[config.mk]
export PLATFORM = sky130hd
export DESIGN_NAME = warp_scheduler
export DESIGN_NICKNAME = d
export VERILOG_FILES = /design/src/rtl/warp_scheduler_pkg.sv /design/src/rtl/warp_scheduler_rr_arbiter.sv /design/src/rtl/warp_scheduler.sv
export SDC_FILE = /design/constraint.sdc
export NUM_CORES = 1
export LEC_CHECK = 0
export BUFFER_PORTS_ARGS = -buffer_cell sky130_fd_sc_hd__buf_2
export CORE_AREA = 10 10 174 176
export DETAILED_ROUTE_END_ITERATION = 7
export DIE_AREA = 0 0 184 186
export SETUP_SLACK_MARGIN = 0.05
export SYNTH_ARGS = -nofsm -noshare
export SYNTH_HDL_FRONTEND = slang
export SYNTH_SLANG_ARGS = --single-unit
[constraint.sdc]
create_clock -name clk -period 5.86 [get_ports clk]
set_input_delay 1.172 -clock clk [delete_from_list [all_inputs] [get_ports clk]]
set_output_delay 1.172 -clock clk [all_outputs]
set_load 0.1 [all_outputs]
[src/rtl/warp_scheduler_pkg.sv]
// Shared types for the warp scheduler: the per-warp pipeline state seen by
// reg_file/ALU/LSU, and the core data width.
`ifndef DATA_WIDTH
`define DATA_WIDTH 32
`endif

package warp_scheduler_pkg;

    localparam int DATA_WIDTH = `DATA_WIDTH;

    typedef logic [DATA_WIDTH-1:0] data_t;

    typedef enum logic [2:0] {
        WARP_IDLE    = 3'd0,
        WARP_FETCH   = 3'd1,
        WARP_DECODE  = 3'd2,
        WARP_REQUEST = 3'd3,
        WARP_WAIT    = 3'd4,
        WARP_EXECUTE = 3'd5,
        WARP_UPDATE  = 3'd6,
        WARP_DONE    = 3'd7
    } warp_state_t;

endpackage

[src/rtl/warp_scheduler_rr_arbiter.sv]
// Round-robin arbiter: first asserted request at or after ptr, wrapping
// modulo N. Purely combinational; the caller owns and advances the pointer.
module warp_scheduler_rr_arbiter #(
    parameter int N     = 4,
    parameter int IDX_W = 2
) (
    input  logic [N-1:0]     req,
    input  logic [IDX_W-1:0] ptr,
    output logic             grant_valid,
    output logic [N-1:0]     grant,
    output logic [IDX_W-1:0] grant_idx
);

    always_comb begin
        grant_valid = 1'b0;
        grant       = '0;
        grant_idx   = '0;
        for (int i = 0; i < N; i++) begin
            if (!grant_valid && req[(int'(ptr) + i) % N]) begin
                grant_valid                  = 1'b1;
                grant[(int'(ptr) + i) % N]   = 1'b1;
                grant_idx                    = IDX_W'((int'(ptr) + i) % N);
            end
        end
    end

endmodule

[src/rtl/warp_scheduler.sv]
// Per-core warp scheduler: owns each warp's PC and pipeline state, shares one
// instruction-fetch port among warps round-robin, and flags kernel completion.
module warp_scheduler
    import warp_scheduler_pkg::*;
#(
    parameter int NUM_WARPS  = 4,
    parameter int DATA_WIDTH = `DATA_WIDTH,
    parameter int WARP_IDX_W = (NUM_WARPS > 1) ? $clog2(NUM_WARPS) : 1
) (
    input  logic                                   clk,
    input  logic                                   reset,
    input  logic                                   start,
    input  logic [WARP_IDX_W:0]                    num_warps,
    input  logic [DATA_WIDTH-1:0]                  base_pc,
    output logic                                   fetch_req_valid,
    input  logic                                   fetch_req_ready,
    output logic [WARP_IDX_W-1:0]                  fetch_req_warp,
    output logic [DATA_WIDTH-1:0]                  fetch_req_pc,
    input  logic                                   fetch_resp_valid,
    input  logic [NUM_WARPS-1:0]                   lsu_busy,
    input  logic [NUM_WARPS-1:0]                   decoded_ret,
    input  logic [NUM_WARPS-1:0][DATA_WIDTH-1:0]   next_pc,
    output warp_state_t [NUM_WARPS-1:0]            warp_state,
    output logic [NUM_WARPS-1:0]                   warp_enable,
    output logic [NUM_WARPS-1:0][DATA_WIDTH-1:0]   warp_pc,
    output logic                                   done
);

    localparam int CNT_W = WARP_IDX_W + 1;

    warp_state_t [NUM_WARPS-1:0] state_q, state_d;
    logic                        fetch_outstanding_q;
    logic [WARP_IDX_W-1:0]       rr_ptr_q;
    logic [CNT_W-1:0]            launch_cnt;
    logic                        start_accept, any_active, all_enabled_done, resp_fire;
    logic [NUM_WARPS-1:0]        fetch_wants;
    logic                        grant_valid;
    logic [NUM_WARPS-1:0]        grant_onehot;
    logic [WARP_IDX_W-1:0]       grant_idx;
    logic [DATA_WIDTH-1:0]       grant_pc;

    assign warp_state = state_q;
    assign launch_cnt = (num_warps > CNT_W'(NUM_WARPS)) ? CNT_W'(NUM_WARPS) : num_warps;
    assign start_accept = start && !any_active;
    assign resp_fire = fetch_resp_valid && fetch_outstanding_q;

    always_comb begin
        fetch_wants      = '0;
        any_active       = 1'b0;
        all_enabled_done = |warp_enable;
        grant_pc         = '0;
        for (int w = 0; w < NUM_WARPS; w++) begin
            fetch_wants[w] = (state_q[w] == WARP_FETCH);
            if (state_q[w] != WARP_IDLE && state_q[w] != WARP_DONE) any_active = 1'b1;
            if (warp_enable[w] && state_q[w] != WARP_DONE) all_enabled_done = 1'b0;
            if (grant_onehot[w]) grant_pc = grant_pc | warp_pc[w];
        end
    end

    warp_scheduler_rr_arbiter #(
        .N     (NUM_WARPS),
        .IDX_W (WARP_IDX_W)
    ) u_fetch_arb (
        .req         (fetch_wants),
        .ptr         (rr_ptr_q),
        .grant_valid (grant_valid),
        .grant       (grant_onehot),
        .grant_idx   (grant_idx)
    );

    // Per-warp next state. A launch can only be accepted when no warp is
    // mid-pipeline, so it never collides with the transitions below.
    always_comb begin
        state_d = state_q;
        for (int w = 0; w < NUM_WARPS; w++) begin
            case (state_q[w])
                WARP_FETCH:   if (resp_fire && fetch_req_warp == WARP_IDX_W'(w)) state_d[w] = WARP_DECODE;
                WARP_DECODE:  state_d[w] = WARP_REQUEST;
                WARP_REQUEST: state_d[w] = WARP_WAIT;
                WARP_WAIT:    if (!lsu_busy[w]) state_d[w] = WARP_EXECUTE;
                WARP_EXECUTE: state_d[w] = WARP_UPDATE;
                WARP_UPDATE:  state_d[w] = decoded_ret[w] ? WARP_DONE : WARP_FETCH;
                default:      state_d[w] = state_q[w];
            endcase
            if (start_accept) state_d[w] = (CNT_W'(w) < launch_cnt) ? WARP_FETCH : WARP_IDLE;
        end
    end

    always_ff @(posedge clk) begin
        if (reset) begin
            for (int w = 0; w < NUM_WARPS; w++) state_q[w] <= WARP_IDLE;
        end else begin
            state_q <= state_d;
        end
    end

    always_ff @(posedge clk) begin
        if (reset) begin
            warp_pc     <= '0;
            warp_enable <= '0;
        end else begin
            for (int w = 0; w < NUM_WARPS; w++) begin
                if (start_accept) begin
                    warp_enable[w] <= (CNT_W'(w) < launch_cnt);
                    if (CNT_W'(w) < launch_cnt) warp_pc[w] <= base_pc;
                end else if (state_q[w] == WARP_UPDATE && !decoded_ret[w]) begin
                    warp_pc[w] <= next_pc[w];
                end
            end
        end
    end

    // Fetch port: valid/payload are registered and held stable until the
    // valid&&ready handshake; the handshake marks the request outstanding and
    // the next fetch_resp_valid completes it. One request in flight at most.
    always_ff @(posedge clk) begin
        if (reset) begin
            fetch_req_valid     <= 1'b0;
            fetch_req_warp      <= '0;
            fetch_req_pc        <= '0;
            fetch_outstanding_q <= 1'b0;
            rr_ptr_q            <= '0;
        end else begin
            if (fetch_req_valid && fetch_req_ready) begin
                fetch_req_valid     <= 1'b0;
                fetch_outstanding_q <= 1'b1;
            end else if (!fetch_req_valid && !fetch_outstanding_q && grant_valid) begin
                fetch_req_valid <= 1'b1;
                fetch_req_warp  <= grant_idx;
                fetch_req_pc    <= grant_pc;
            end
            if (resp_fire) begin
                fetch_outstanding_q <= 1'b0;
                rr_ptr_q <= (fetch_req_warp == WARP_IDX_W'(NUM_WARPS - 1)) ? '0
                                                                          : fetch_req_warp + WARP_IDX_W'(1);
            end
        end
    end

    always_ff @(posedge clk) begin
        if (reset) begin
            done <= 1'b0;
        end else if (start_accept) begin
            done <= (launch_cnt == '0);
        end else if (all_enabled_done) begin
            done <= 1'b1;
        end
    end

endmodule

After elaboration in Yosys (flattened, before gate mapping) --
Cells that the tools add are included.
Operators by class: add/sub/neg operators 4, magnitude comparators 13, eq/ne operators 43, mux-type cells 83, bitwise logic cells 10, reductions and logical operators 68
Operators with widths (number):
- two-way mux 32 bit | 16
- OR 32 bit | 3
- one-hot mux 3 bit (6 select lines) | 4
- two-way mux 3 bit | 17
- == test 3 bit, second input constant | 12
- inequality test 3 bit, second input constant | 12
- two-way mux 1 bit | 29
- logical AND 1 bit | 28
- nonzero test 7 bit | 4
- == test 3 x 2 -> 1 bit, second input constant | 8
- two-way mux 4 bit | 4
- == test 3 x 1 -> 1 bit, second input constant | 4
- less-than comparator 3 x 4 -> 1 bit, second input constant | 3
- OR 4 bit | 3
- AND reduction 3 bit | 4
- nonzero test 3 bit | 4
- zero test 1 bit | 10
- two-way mux 2 bit | 5
- AND reduction 2 bit | 5
- nonzero test 2 bit | 5
- OR reduction 2 bit | 5
- >= comparator 3 x 1 -> 1 bit, second input constant | 3
- binary-select mux 1 bit (select 2 bit) | 4
- demux 1 bit (select 2 bit) | 4
- 15 further kinds | 25
Storage, ports and cells: register bits after elaboration 183, bits of input ports 176, output and inout bits 180, word-level logic and storage cells 236

Depth between registers and ports, before layout --
depth after elaboration 21, mapped depth 14, depth with buffers taken out 9

Cells and area by module --
From an unflattened synthesis, not the netlist that was laid out.
Second synthesis, totals: cell total of the unflattened synthesis 1003, area total of the unflattened synthesis 8787.2 µm²
Modules (own cells, without submodules):
- warp_scheduler | instances 1, cells an instance 958, area each 8364.3 µm², sequential area each 3663.5 µm²
- warp_scheduler_rr_arbiter | instances 1, cells an instance 45, area each 422.9 µm², sequential area each 0.0 µm²

Worst setup path before layout --
No wires, ideal clock.
path kind reg-to-reg, start point register rr_ptr_q[0], end point register fetch_req_pc[10], setup time 128 ps, arrival time 3281 ps, required time 5732 ps, path slack 2451 ps, stages on the path, launching flop included 14, path buffers 4, period minus slack after synthesis 3409 ps, cells stage by stage dfxtp_1 -> clkbuf_1 -> clkbuf_1 -> inv_1 -> ha_1 -> buf_2 -> or4bb_1 -> o211ai_2 -> o32ai_2 -> a221oi_4 -> o2bb2ai_4 -> buf_6 -> a221oi_2 -> a31oi_1
Between the ends: longest elaborated chain between the ends 20, elaborated cells on any way between the ends 66, classes of those cells 3 x add/sub; 8 x order compare; 31 x mux; 9 x bitwise; 15 x reduce/logical
RTL lines:
- from (decl) | line warp_scheduler.sv:33 | logic [WARP_IDX_W-1:0] rr_ptr_q;
- from (signal assigned) | line warp_scheduler.sv:134 | rr_ptr_q <= (fetch_req_warp == WARP_IDX_W'(NUM_WARPS - 1)) ? '0
- adder 2 x 1 -> 2 bit | line warp_scheduler_rr_arbiter.sv:19, warp_scheduler_rr_arbiter.sv:21
- OR reduction 2 bit (no line)
- bitwise AND 1 bit (no line)
- less-than comparator 3 x 4 -> 1 bit (implied by the code) / >= comparator 3 x 1 -> 1 bit (equally long branches) | line warp_scheduler_rr_arbiter.sv:21 | grant[(int'(ptr) + i) % N] = 1'b1;
- logical AND 1 bit (implied by the code) | line warp_scheduler_rr_arbiter.sv:21
- two-way mux 1 bit (implied by the code) | line warp_scheduler_rr_arbiter.sv:21
- demux 1 bit (select 2 bit)
- OR 4 bit (no line)
- [4 not listed]
- two-way mux 4 bit | line warp_scheduler_rr_arbiter.sv:19 | if (!grant_valid && req[(int'(ptr) + i) % N]) begin
- two-way mux 32 bit | line warp_scheduler.sv:56 | if (grant_onehot[w]) grant_pc = grant_pc | warp_pc[w];
- OR 32 bit | line warp_scheduler.sv:56
- two-way mux 32 bit | line warp_scheduler.sv:56
- OR 32 bit | line warp_scheduler.sv:56
- two-way mux 32 bit | line warp_scheduler.sv:56
- OR 32 bit | line warp_scheduler.sv:56
- two-way mux 32 bit | line warp_scheduler.sv:56
- to (signal assigned) | line warp_scheduler.sv:130 | fetch_req_pc <= grant_pc;
- to (decl) | line warp_scheduler.sv:18 | output logic [DATA_WIDTH-1:0] fetch_req_pc,
Parallel ways exist; a longest one is shown, timed or not. The select of a mux whose other input is x is not followed. A chain may end at the register's enable or synchronous reset.

Worst setup path in the final report --
start point register rr_ptr_q[0], end point register fetch_req_pc[23]
Same word-level chain as after synthesis.

==> results.json <==
{
  "dieArea_um2": 34200,
  "cts_setup_buffers": 0,
  "finalClockSkew_ns": 0.0184,
  "first_iter_violations": 641,
  "fp-row-count": 60,
  "cts_tree": "built",
  "period_share_pct": 73.2,
  "cts_max_path_buffers": 2,
  "tightest_slew_ns": 1.11,
  "path_class": "reg -> reg",
  "crit_fanout": 22,
  "place_congestion": 0.846,
  "cts_sinks": 183,
  "crit_path_cell_trace": "inv_1, ha_1, or4bb_1, o211ai_2, o21a_2, a221oi_4, o2bb2ai_4, buf_4, a221oi_2, a31oi_1",
  "core_area_um2": 26700,
  "final_nets": 1538,
  "max_slew_margin_pct": 25.9,
  "report.final.slew_viol_count": 0,
  "seq_area_frac_synth_pct": 39.6,
  "ys_warn_count": 0,
  "period_needed_ns": 4.29,
  "hold_violations": 0,
  "path_clk_slew_ns": 0.07,
  "fillers": 2755,
  "drive_gt1_share_pct": 34.1,
  "setup_violations": 0,
  "synth_top_flop_cell": "dfxtp_1",
  "p_leak_uw": 0.00492,
  "crit_path_top_delay_cell": "dfxtp_1",
  "cts_resized": 0,
  "rsz0062_at_grt": "no",
  "wl_per_cell_um": 21.6,
  "p_per_area_nw_per_um2": 630,
  "synth_edf_count": 0,
  "total_power_uw": 7350,
  "arrival_ns": 4.63,
  "cp.required_ns": 6.20,
  "antenna_found_initial": 2,
  "tns_ns": 0,
  "yosysTopAreaCell": "dfxtp_1",
  "die_x_um": 184,
  "endpoint_kind": "flop",
  "outcome": "finished, final reports clean",
  "cpPeakStageDelay_ns": 0.83,
  "io_buffers": 355,
  "overflow": 0,
  "synth_cells": 1065,
  "cts-buffers-inserted": 17,
  "fp.dieH_um": 186,
  "drc": 0,
  "crit_family": "compound AO/OA/AOI/OAI gates",
  "fmax_mhz": 233,
  "syn_avg_cell_area_um2": 8.68,
  "syn-num-nets": 1253,
  "antenna_left": 0,
  "cp-start-kind": "flop",
  "dr_total_vias": 9309,
  "grt_pass1_wl_mm": 55.4,
  "grt_max_degree": 118,
  "first_pass_iters": 5,
  "synth_top_area_share_pct": 39.6,
  "ys_seq_elements": 183,
  "irDropWorstVdd_v": 0.000282,
  "cap_violations": 0,
  "synthArstFlopShare_pct": 0,
  "hp-class": "reg -> reg",
  "post-route-util_pct": 43.6,
  "drt-total-wl_mm": 36.7,
  "syn_to_final_growth_pct": 26.1,
  "h-tree-depth": 4,
  "synth_area_um2": 9240,
  "netlist_top_cells_area": "dfxtp_1 40%, a211oi_1 10%, a21oi_1 6.6%, nor2_1 6.1%, a221oi_2 5.0%",
  "dp_hpwl_mm": 26.7,
  "ys_types": 68,
  "cp_num_buf_inv": 2,
  "vias_per_cell": 5.46,
  "cts_hold_buf": 0,
  "root_buffer": "clkbuf_16",
  "io_pins": 356,
  "grt_pass1_vias": 9232,
  "initial_core_util_pct": 34.6,
  "worstSkewPairLatency_ns": 0.43,
  "grt_use_total_pct": 20.6
}
[cells in the mapped netlist (all sizes together), types with 11 or more instances]
library cell and n:
a211oi 131, clkbuf 53, inv 14, a21oi 122
nand2 57, a31oi 32, buf 49, dfxtp 183
nor2 150, and2 34, o21bai 32, a221oi 36
nor3 45, o21ai 11, a22oi 32, ha 12
[power breakdown]
part           switching [uW]  internal [uW]  leakage (uW)  total [uW]
clock network             566            579      0.000282        1150
registers                 298           1560       0.00150        1860
logic                    3540            808       0.00313        4340
total                    4400           2950       0.00492        7350
[per-stage QoR]
| step | std cells | area (um^2) | worst slack (ns) | hold WS, ns |
|---|---|---|---|---|
| after floorplan | 1065 | 9240 | 2.45 | 0.579 |
| after global placement | 1672 | 11100 | 1.76 | 0.478 |
| after detailed placement | 1672 | 11100 | 1.59 | 0.495 |
| after CTS | 1704 | 11700 | 1.58 | 0.505 |
| after global routing | 1704 | 11700 | 1.28 | 0.535 |
| final | 1705 | 11700 | 1.57 | 0.499 |
[tightest hold or removal path, stage by stage (launching register included)]
cell and delay [ns]:
dfxtp_1 0.34, nand2_1 0.06, a31oi_1 0.06
[final timing paths]
path                                  start                to  slack, ns  depth (start not counted)
worst max-delay path            rr_ptr_q[0]  fetch_req_pc[23]       1.57                         10
worst min register to register   warp_pc[1]   fetch_req_pc[1]       0.50                          2
worst max register to register  rr_ptr_q[0]  fetch_req_pc[23]       1.57                         10
worst min-delay path             warp_pc[1]   fetch_req_pc[1]       0.50                          2
[registers in the layout (all words and copies together) (netlist names)]
name / count
warp_state: 12
fetch_req_pc: 32
rr_ptr_q: 2
fetch_outstanding_q: 1
done: 1
fetch_req_valid: 1
warp_enable: 4
fetch_req_warp: 2
warp_pc: 128
[routing by layer]
metal	global-route usage [%]	routed length [um]	up-vias
met3	6.36	3060	19
met4	3.93	316	2
li1	-	-	4544
met2	34.2	17400	359
met1	25.9	16000	4385
met5	0	13	-
[layout by cell type (no fill, tap or decap), types with 31 or more instances in the layout]
cell type  netlist  routed
buf_2           30     354
dfxtp_1        183     183
nor2_1         149     148
a211oi_1       128     128
a21oi_1        122     122
nand2_1         57      56
nor3_1          45      45
and2_1          33      32
a22oi_1         32      32
o21bai_1        32      32
a31oi_1         32      32
a221oi_2        31      31
[kinds of logic (layout without fill, tap and decap cells)]
family	Yosys count	after routing	synth area share, %
other	0	1	0
adder cells (fa/ha/maj)	12	12	1.62
flip-flops	183	183	39.6
multiplexers	8	8	1.16
buffers and inverters	116	414	6.36
AND/OR/NAND/NOR	319	319	16.1
AO/OA/AOI/OAI	427	427	35.1
[cell type report]
cell class | count | area (um^2) | area share (%)
multi-input cells | 766 | 5060 | 43.4
well taps | 341 | 427 | 3.66
clock inverters | 13 | 126 | 1.08
diodes | 1 | 2.50 | 0.0215
clock buffers | 19 | 443 | 3.80
repair buffers | 368 | 1880 | 16.1
inverters | 14 | 52.6 | 0.451
flip-flops and latches | 183 | 3660 | 31.4
(Power assumes the default switching activity.)
